===== src/rtl/stim_multi_config_controller.sv =====
// Multi-channel stim configuration controller: divides DATACLK_HZ by the request frequency,
// validates timing, then programs each masked channel's sequencer registers. Optional macro: STIM_CFG_AMP_SETTLE_EN.
module stim_multi_config_controller #(
  parameter logic [31:0] DATACLK_HZ = 32'd30000,
  parameter int          NUM_CH     = 16,
  parameter int          START_DLY  = 10
) (
  input  logic              clk,
  input  logic              reset,
  input  logic              req_valid,
  output logic              req_ready,
  input  logic [4:0]        req_module,
  input  logic [NUM_CH-1:0] req_ch_mask,
  input  logic [15:0]       req_freq_hz,
  input  logic [15:0]       req_phase_len,
  input  logic [15:0]       req_interphase,
  input  logic [7:0]        req_num_pulses,
  input  logic [4:0]        req_trig_src,
  output logic [4:0]        prog_module,
  output logic [3:0]        prog_channel,
  output logic [3:0]        prog_address,
  output logic [15:0]       prog_word,
  output logic              prog_trig,
  output logic              busy,
  output logic              done,
  output logic              err,
  output logic [15:0]       cur_period
);

  typedef enum logic [2:0] {
    S_IDLE, S_DIV, S_CHECK, S_SCAN, S_SET, S_TRIG, S_DONE, S_ERR
  } state_t;

`ifdef STIM_CFG_AMP_SETTLE_EN
  localparam logic [2:0] LAST_WR = 3'd6;
`else
  localparam logic [2:0] LAST_WR = 3'd5;
`endif
  localparam logic [4:0] CH_END = 5'(NUM_CH);

  function automatic logic [3:0] wr_addr(input logic [2:0] k);
`ifdef STIM_CFG_AMP_SETTLE_EN
    case (k)
      3'd0:    wr_addr = 4'd0;
      3'd1:    wr_addr = 4'd1;
      3'd2:    wr_addr = 4'd2;
      3'd3:    wr_addr = 4'd4;
      3'd4:    wr_addr = 4'd5;
      3'd5:    wr_addr = 4'd7;
      default: wr_addr = 4'd13;
    endcase
`else
    case (k)
      3'd0:    wr_addr = 4'd0;
      3'd1:    wr_addr = 4'd1;
      3'd2:    wr_addr = 4'd4;
      3'd3:    wr_addr = 4'd5;
      3'd4:    wr_addr = 4'd7;
      default: wr_addr = 4'd13;
    endcase
`endif
  endfunction

  state_t            r_state;
  logic [4:0]        r_module;
  logic [NUM_CH-1:0] r_mask;
  logic [15:0]       r_freq;
  logic [15:0]       r_phase_len;
  logic [15:0]       r_interphase;
  logic [7:0]        r_num_pulses;
  logic [4:0]        r_trig_src;
  logic [31:0]       r_num;
  logic [15:0]       r_rem;
  logic [4:0]        r_div_cnt;
  logic [15:0]       r_phase2;
  logic [15:0]       r_end_stim;
  logic [15:0]       r_event_end;
  logic [4:0]        r_ch_idx;
  logic [2:0]        r_wr_idx;

  logic        r_req_ready, r_busy, r_done, r_err, r_prog_trig;
  logic [4:0]  r_prog_module;
  logic [3:0]  r_prog_channel, r_prog_address;
  logic [15:0] r_prog_word, r_cur_period;

  state_t      w_state_next;
  logic [4:0]  w_ch_next;
  logic [2:0]  w_wr_next;
  logic        w_wr_active;
  logic [3:0]  w_addr_next;
  logic [15:0] w_word_next;
  logic [15:0] w_mask16;

  // Restoring divider step: r_num holds the dividend shifting out and quotient bits shifting in.
  logic [16:0] w_rem_shift;
  logic        w_ge;
  logic [15:0] w_rem_sub;
  assign w_rem_shift = {r_rem, r_num[31]};
  assign w_ge        = (w_rem_shift >= {1'b0, r_freq});
  assign w_rem_sub   = w_rem_shift[15:0] - r_freq;

  logic [31:0] w_qm1;
  logic [15:0] w_event_end;
  logic [17:0] w_phase2, w_end_stim;
  logic        w_reject;
  assign w_qm1       = r_num - 32'd1;
  assign w_event_end = (|w_qm1[31:16]) ? 16'hFFFF : w_qm1[15:0];
  assign w_phase2    = 18'(START_DLY) + {2'b00, r_phase_len} + {2'b00, r_interphase};
  assign w_end_stim  = w_phase2 + {2'b00, r_phase_len};
  assign w_reject    = (r_freq == 16'd0) || (r_num == 32'd0) ||
                       (w_phase2 > 18'd65535) || (w_end_stim > 18'd65535) ||
                       ({2'b00, w_event_end} <= w_end_stim);
  assign w_mask16    = 16'(r_mask);

  always_comb begin
    w_state_next = r_state;
    w_ch_next    = r_ch_idx;
    w_wr_next    = r_wr_idx;
    case (r_state)
      S_IDLE:  if (req_valid) w_state_next = (req_freq_hz == 16'd0) ? S_CHECK : S_DIV;
      S_DIV:   if (r_div_cnt == 5'd31) w_state_next = S_CHECK;
      S_CHECK: begin
        if (w_reject) begin
          w_state_next = S_ERR;
        end else begin
          w_state_next = S_SCAN;
          w_ch_next    = 5'd0;
        end
      end
      S_SCAN: begin
        if (r_ch_idx >= CH_END) begin
          w_state_next = S_DONE;
        end else if (w_mask16[r_ch_idx[3:0]]) begin
          w_state_next = S_SET;
          w_wr_next    = 3'd0;
        end else begin
          w_ch_next = r_ch_idx + 5'd1;
        end
      end
      S_SET:   w_state_next = S_TRIG;
      S_TRIG: begin
        if (r_wr_idx == LAST_WR) begin
          w_state_next = S_SCAN;
          w_ch_next    = r_ch_idx + 5'd1;
        end else begin
          w_state_next = S_SET;
          w_wr_next    = r_wr_idx + 3'd1;
        end
      end
      S_DONE:  w_state_next = S_IDLE;
      S_ERR:   w_state_next = S_IDLE;
      default: w_state_next = S_IDLE;
    endcase

    // Outputs are precomputed from the next state so every port comes straight from a flop.
    w_wr_active = (w_state_next == S_SET) || (w_state_next == S_TRIG);
    w_addr_next = w_wr_active ? wr_addr(w_wr_next) : 4'd0;
    w_word_next = 16'd0;
    if (w_wr_active) begin
      case (w_addr_next)
        4'd0:    w_word_next = {8'h00, 3'b110, r_trig_src};
        4'd1:    w_word_next = {8'h00, r_num_pulses};
        4'd4:    w_word_next = 16'(START_DLY);
        4'd5:    w_word_next = r_phase2;
        4'd7:    w_word_next = r_end_stim;
        4'd13:   w_word_next = r_event_end;
        default: w_word_next = 16'd0;
      endcase
    end
  end

  always_ff @(posedge clk) begin
    if (reset) begin
      r_state        <= S_IDLE;
      r_module       <= '0;
      r_mask         <= '0;
      r_freq         <= '0;
      r_phase_len    <= '0;
      r_interphase   <= '0;
      r_num_pulses   <= '0;
      r_trig_src     <= '0;
      r_num          <= '0;
      r_rem          <= '0;
      r_div_cnt      <= '0;
      r_phase2       <= '0;
      r_end_stim     <= '0;
      r_event_end    <= '0;
      r_ch_idx       <= '0;
      r_wr_idx       <= '0;
      r_req_ready    <= 1'b1;
      r_busy         <= 1'b0;
      r_done         <= 1'b0;
      r_err          <= 1'b0;
      r_prog_trig    <= 1'b0;
      r_prog_module  <= '0;
      r_prog_channel <= '0;
      r_prog_address <= '0;
      r_prog_word    <= '0;
      r_cur_period   <= '0;
    end else begin
      r_state        <= w_state_next;
      r_ch_idx       <= w_ch_next;
      r_wr_idx       <= w_wr_next;
      r_req_ready    <= (w_state_next == S_IDLE);
      r_busy         <= (w_state_next != S_IDLE);
      r_done         <= (w_state_next == S_DONE);
      r_err          <= (w_state_next == S_ERR);
      r_prog_trig    <= (w_state_next == S_TRIG);
      r_prog_module  <= w_wr_active ? r_module : 5'd0;
      r_prog_channel <= w_wr_active ? w_ch_next[3:0] : 4'd0;
      r_prog_address <= w_addr_next;
      r_prog_word    <= w_word_next;
      if (r_state == S_IDLE && req_valid) begin
        r_module     <= req_module;
        r_mask       <= req_ch_mask;
        r_freq       <= req_freq_hz;
        r_phase_len  <= req_phase_len;
        r_interphase <= req_interphase;
        r_num_pulses <= req_num_pulses;
        r_trig_src   <= req_trig_src;
        r_num        <= DATACLK_HZ;
        r_rem        <= '0;
        r_div_cnt    <= '0;
      end
      if (r_state == S_DIV) begin
        r_rem     <= w_ge ? w_rem_sub : w_rem_shift[15:0];
        r_num     <= {r_num[30:0], w_ge};
        r_div_cnt <= r_div_cnt + 5'd1;
      end
      if (r_state == S_CHECK) begin
        r_phase2    <= w_phase2[15:0];
        r_end_stim  <= w_end_stim[15:0];
        r_event_end <= w_event_end;
      end
      if (w_state_next == S_DONE) r_cur_period <= r_event_end;
    end
  end

  assign req_ready    = r_req_ready;
  assign busy         = r_busy;
  assign done         = r_done;
  assign err          = r_err;
  assign prog_trig    = r_prog_trig;
  assign prog_module  = r_prog_module;
  assign prog_channel = r_prog_channel;
  assign prog_address = r_prog_address;
  assign prog_word    = r_prog_word;
  assign cur_period   = r_cur_period;

endmodule

===== config.mk =====
export PLATFORM = sky130hd
export DESIGN_NAME = stim_multi_config_controller
export DESIGN_NICKNAME = d
export VERILOG_FILES = /design/src/rtl/stim_multi_config_controller.sv
export SDC_FILE = /design/constraint.sdc
export NUM_CORES = 1
export LEC_CHECK = 0
export ABC_AREA = 1
export CAP_MARGIN = 20
export CORE_ASPECT_RATIO = 0.5
export CORE_MARGIN = 2
export CORE_UTILIZATION = 58
export DETAILED_ROUTE_END_ITERATION = 12
export PLACE_DENSITY = 0.84
export SYNTH_ARGS = -nofsm -noshare
export SYNTH_HDL_FRONTEND = slang
export SYNTH_SLANG_ARGS = --single-unit

===== constraint.sdc =====
create_clock -name clk -period 5.41 [get_ports clk]
set_clock_uncertainty 0.05 [all_clocks]
set_input_delay 0.8115 -clock clk [delete_from_list [all_inputs] [get_ports clk]]
set_output_delay 0.8115 -clock clk [all_outputs]
set_load 0.02 [all_outputs]

After elaboration in Yosys (flattened, before gate mapping)
Cells that the tools add are included.

storage, ports and cells
  register bits = 244
  input bits = 85

operators by class
  $add $sub $neg = 8
  magnitude comparators = 6
  equal/unequal tests = 26
  multiplexer cells = 30
  bitwise operators = 1
  reductions and logical operators = 20

operator list
  kind                                                              number
  one-hot mux 16 bit (6 select lines)                               1
  two-way mux 16 bit                                                4
  two-way mux 32 bit                                                2
  greater-than comparator 18 x 16 -> 1 bit (second input constant)  2
  logical NOT 16 bit                                                2
  logical NOT 32 bit                                                1
  subtractor 32 x 1 -> 32 bit (second input constant)               1
  equality test 3 bit (second input constant)                       10
  two-way mux 5 bit                                                 6
  two-way mux 3 bit                                                 9
  one-hot mux 3 bit (7 select lines)                                1
  one-hot mux 4 bit (5 select lines)                                1
  adder 17 x 16 -> 18 bit                                           1
  adder 18 x 16 -> 18 bit                                           1
  <= comparator 16 x 18 -> 1 bit                                    1
  adder 4 x 16 -> 17 bit (first input constant)                     1
  greater-or-equal comparator 17 x 16 -> 1 bit                      1
  OR reduction 16 bit                                               1
  subtractor 16 bit                                                 1
  one-hot mux 5 bit (3 select lines)                                1
  equality test 3 x 2 -> 1 bit (second input constant)              4
  equality test 4 x 3 -> 1 bit (second input constant)              3
  adder 5 x 1 -> 5 bit (second input constant)                      2
  logical NOT 3 bit                                                 3
  other kinds (21)                                                  31

Logic depth before layout (Yosys ltp)
  word-level depth = 13
  gate-level depth with buffers = 37
  depth with buffers taken out = 37

Least setup slack after synthesis
OpenSTA, ideal clock, no wires.

  kind = reg2reg
  start = register r_phase_len[1]
  end = register r_ch_idx[2]
  setup time = 110 ps
  arrival = 4573 ps
  slack = 677 ps
  stages on the path, launching flop included = 38
  cell sequence = dfxtp_1 > inv_1 > ha_1 > inv_1 > ha_1 > inv_1 > fa_1 > o21ai_1 > nand2_1 > a21oi_1 > nand3_1 > nand2_1 > nand3_1 > nand2_1 > xor2_1 > ha_1 > nand2_1 > nor2_1 > (+2 left out) > a31oi_1 > xor2_1 > inv_1 > ha_1 > nand2_1 > inv_1 > nand3_1 > nor3_1 > nor3_1 > o21ai_0 > nor2_1 > nand4_1 > nand2_1 > nand2_1 > nand2_1 > nand2_1 > nand2_1 > inv_1

between the ends
  word-level cells in the longest chain between the ends = 8
  elaborated cells between the ends (all ways) = 11
  those cells by class = add/sub (3); order compare (3); mux (2); reduce/logical (3)

ends and longest elaborated chain
  what                                                                                 RTL line  text
  start, declared                                                                      68        logic [15:0] r_phase_len;
  start signal, assigned                                                               217       r_phase_len <= req_phase_len;
  adder 4 x 16 -> 17 bit *                                                             108       assign w_phase2 = 18'(START_DLY) + {2'b00, r_phase_len} + {2'b00, r_interphase};
  adder 17 x 16 -> 18 bit *                                                            108
  via w_phase2[11]                                                                     104       logic [17:0] w_phase2, w_end_stim;
  adder 18 x 16 -> 18 bit or greater-than comparator 18 x 16 -> 1 bit (tied branches)  109, 111
  greater-than comparator 18 x 16 -> 1 bit or logical OR 1 bit (tied branches)         111, 110
  logical OR 1 bit                                                                     111       (w_phase2 > 18'd65535) || (w_end_stim > 18'd65535) ||
  logical OR 1 bit *                                                                   111
  two-way mux 5 bit *                                                                  123       if (w_reject) begin
  one-hot mux 5 bit (3 select lines) *                                                 119       case (r_state)
  end signal, assigned                                                                 202       r_ch_idx <= w_ch_next;
  end, declared                                                                        78        logic [4:0] r_ch_idx;

Mark *: on every way through the listed nets, which the timed path passes. The rest lies on a longest branch. The select of a mux whose other input is x is not followed.
A chain may end at the register's enable or synchronous reset.

Final worst setup path
  start = register r_interphase[1]
  end = register r_ch_idx[1]

between the ends
  word-level cells in the longest chain between the ends = 7
  elaborated cells between the ends (all ways) = 10
  those cells by class = add/sub (2); order compare (3); mux (2); reduce/logical (3)

ends and longest elaborated chain
  what                                                                                 RTL line  text
  start, declared                                                                      69        logic [15:0] r_interphase;
  start signal, assigned                                                               218       r_interphase <= req_interphase;
  adder 17 x 16 -> 18 bit *                                                            108
  via w_phase2[11]                                                                     104
  adder 18 x 16 -> 18 bit or greater-than comparator 18 x 16 -> 1 bit (tied branches)  109, 111
  greater-than comparator 18 x 16 -> 1 bit or logical OR 1 bit (tied branches)         111, 110
  logical OR 1 bit                                                                     111
  logical OR 1 bit *                                                                   111
  two-way mux 5 bit *                                                                  123
  one-hot mux 5 bit (3 select lines) *                                                 119

Marked as above.

==> run_results.csv <==
group,metric,value,unit
synthesis,synth.avg_cell_area,7.09,um^2
timing,hold_viol_final,0,
cells_and_area,final_net_count,2141,
cells_and_area,post-route-util,71.6,%
global_route,first_global_vias,11200,
synthesis,ys.warnings.count,0,
timing,period_minus_slack,5.44,ns
critical_path,timing.critical_path.fanout_max,5,
global_route,grt_first_pass_wirelength,54800,um
clock_tree,cts_tree,"built",
synthesis,synthesis.nets,2035,
floorplanning,floorplan.die.width,217,um
place,gp_routability_congestion,0.927,
timing,final_max_slew_viol_count,0,
global_route,grt_antenna_before_repair,0,
floorplanning,ios,135,
cells_and_area,final_cell_area,0.0158,mm^2
clock_tree,numCtsBuffers,22,
place,placedInstanceArea,0.0147,mm^2
route,route.antenna.remaining_nets,0,
status,outcome,"complete, but fails checks",
cells_and_area,commonest_non_fill_non_tap_cell_in_the_layout,"nand2_1",
route,avgViaCountPerCell,5.48,
cells_and_area,flow.area_growth_from_synthesis,19.5,%
timing,max_slew.worst_pin.slew,1.02,ns
synthesis,seq_area_frac_synth,37.0,%
timing,clock.fmax,184,MHz
timing,grt_setup_unrepaired,"true",
worst_hold_path,min_from,"r_module[4]",
place,place_hpwl,24000,um
route,totalWireLength,34000,um
critical_path,end_kind,"register",
global_route,grt_start_max_net_pins,81,
route,post_route_drc,0,
critical_path,regToRegEndpoint,"r_ch_idx[1]",
critical_path,standard_cell_with_the_maximum_stage_delay_on_the_critical_path,"fa_2",
floorplanning,fp.dieH,111,um
critical_path,timing.critical_path.arrival,5.81,ns
timing,setup_violations,1,
synthesis,asyncSetResetFlopFracSynth,0,%
critical_path,timing.rr.start,"r_interphase[1]",
route,number_of_search_and_repair_iterations_in_the_first_detailed_routing_pass,9,
clock_tree,cts_h_tree_depth,1,
floorplanning,rows,38,
worst_hold_path,worstHoldPathCells,2,
place,port_buffers,134,
critical_path,regToRegSetupSlack,-0.03,ns
worst_hold_path,hold_path.class,"reg -> reg",
clock_tree,root_buffer_cell,"clkbuf_16",
power,cellPowerDensity,609,mW/mm^2
floorplanning,initial_utilization,59.9,%
critical_path,maximum_single_stage_delay_on_the_critical_path,0.40,ns
timing,fin_crit_sh,100,%
synthesis,count_of_cell_types_in_the_netlist,52,
status,failed_checks,"setup timing",
clock_tree,clock_sinks,244,
synthesis,postSynthCellCount,1861,
synthesis,synth.cell_area,0.0132,mm^2
flow_run,cap_viol_max_count,0,
floorplanning,design.die.area,0.0240,mm^2
timing,timing.slew.headroom,31.6,%
power,ir_drop,0.314,mV
route,avgRoutedWirePerCell,14.9,um
cells_and_area,most-common-layout-cells,"nand2_1, dfxtp_1, a21oi_1",
synthesis,synth_edf_count,0,
critical_path,reg2reg_depth,37,
synthesis,ff_latch_count_synth,244,
global_route,globalRouteOverflowTotal,0,
route,dr_total_vias,12500,
critical_path,cp.required,5.78,ns
cells_and_area,layout-drive-gt1-share,7.97,%
synthesis,synthFlopType,"dfxtp_1",
critical_path,cpMostUsedCell,"nand2_2",
floorplanning,fp.coreArea,0.0220,mm^2
route,dr.first_iter.drc_count,1127,
critical_path,kind_of_start_point_of_the_critical_path,"register",
worst_hold_path,whs_endpoint,"prog_module[4]",
clock_tree,path_clk_slew,0.07,ns
clock_tree,clock_latency_of_the_later_clocked_register_in_the_worst_skew_pair,0.53,ns
clock_tree,cts-root-to-sink-buffers,3,
timing,setup_slack,-0.0258,ns
global_route,track_usage,27.3,%
cells_and_area,antenna-diode-count,0,
power,leakagePower,0.00687,uW
critical_path,worst-setup-path-type,"reg -> reg",
[cells by family (layout without fill, tap and decap cells)]
kind of cell	Yosys count	after routing	share of synthesized area (%)
AND/OR/NAND/NOR	770	770	25.1
AO/OA/AOI/OAI	393	393	15.9
buffers and inverters	297	418	8.73
flip-flops	244	244	37.0
adder cells (fa/ha/maj)	89	89	8.55
XOR/XNOR	68	68	4.66
[layout make-up]
type / count / area (um^2)
Multi-Input combinational cell: 1320 / 7330
Fill cell: 1800 / 6240
Sequential cell: 244 / 4890
Timing Repair Buffer: 162 / 1560
Inverter: 217 / 820
Clock buffer: 32 / 659
Tap cell: 300 / 375
Clock inverter: 7 / 139
[registers in the layout, indices dropped and copies added, names as in the netlist, 3 cells and up]
signal and cells:
r_phase2 16, r_num 32, prog_module 5, prog_channel 4, prog_address 4, r_div_cnt 5
r_ch_idx 5, prog_word 16, r_mask 16, r_module 5, r_freq 16, r_event_end 16
r_wr_idx 3, r_trig_src 5, cur_period 16, r_num_pulses 8, r_phase_len 16, r_rem 16
r_interphase 16, r_state 3, r_end_stim 16
[worst max-delay path, delay by kind of cell, from the launching register on]
family | cells | cell delay, ns
AOI/OAI and AO/OA | 5 | 0.88
xor gates and xnor gates | 2 | 0.43
adders and majority gates | 5 | 1.28
buffers and inverters | 6 | 0.30
DFF | 1 | 0.34
and+or+nand+nor | 19 | 2.08
[power by group]
group          switching, uW  internal [uW]
sequential               291           2230
clock                    694           1040
combinational           3470           1890
[how the worst max path moves through the flow]
stage                          from           to  slack [ns]  depth (start not counted)
finish              r_interphase[1]  r_ch_idx[1]       -0.03                         37
global route        r_interphase[1]  r_ch_idx[1]       -0.29                         37
CTS                  r_phase_len[1]  r_ch_idx[1]       0.006                         37
detailed placement   r_phase_len[1]  r_ch_idx[1]       -0.07                         37
global placement     r_phase_len[1]  r_ch_idx[1]        0.14                         37
floorplan            r_phase_len[1]  r_ch_idx[2]        0.68                         37
[cells in the mapped netlist, types with 8 or more instances]
cell type	n	area, um^2
nand2_1	423	1590
dfxtp_1	244	4880
a21oi_1	231	1160
inv_1	193	724
nor2_1	157	589
o21ai_0	106	531
ha_1	87	1090
nand3_1	85	425
clkbuf_1	66	248
xor2_1	50	438
nand4_1	39	244
nor3_1	27	135
inv_2	20	75.1
xnor2_1	17	149
o211ai_1	12	90.1
a31oi_1	11	68.8
nor2_4	8	90.1
[what timing repair did]
| action | in CTS | in global routing |
|---|---|---|
| pin swaps | 0 | 29 |
| hold buffers | 0 | 0 |
| setup endpoints to repair | 5 | 13 |
| gates resized for setup | 1 | 48 |
| buffers inserted | 0 | 16 |
[stage by stage]
stage | worst slack (ns) | hold WS (ns) | total power [uW] | instances | setup TNS, ns
finish | -0.0258 | 0.385 | 9600 | 2282 | -0.0258
global route | -0.289 | 0.418 | 10400 | 2282 | -2.74
CTS | 0.00575 | 0.389 | 9320 | 2266 | 0
detailed placement | -0.0744 | 0.379 | 7530 | 2227 | -0.283
global placement | 0.139 | 0.372 | 7460 | 2227 | 0
floorplan | 0.677 | 0.366 | 6420 | 1861 | 0
[metal layers]
layer / vias up / wire length [um] / GRT usage, %
met1: 5715 / 16100 / 39.2
met5: - / 0 / 0
li1: 6317 / - / -
met3: 43 / 2450 / 4.24
met2: 433 / 15000 / 43.6
met4: 0 / 511 / 5.21
Power figures use the tool's default switching activity.
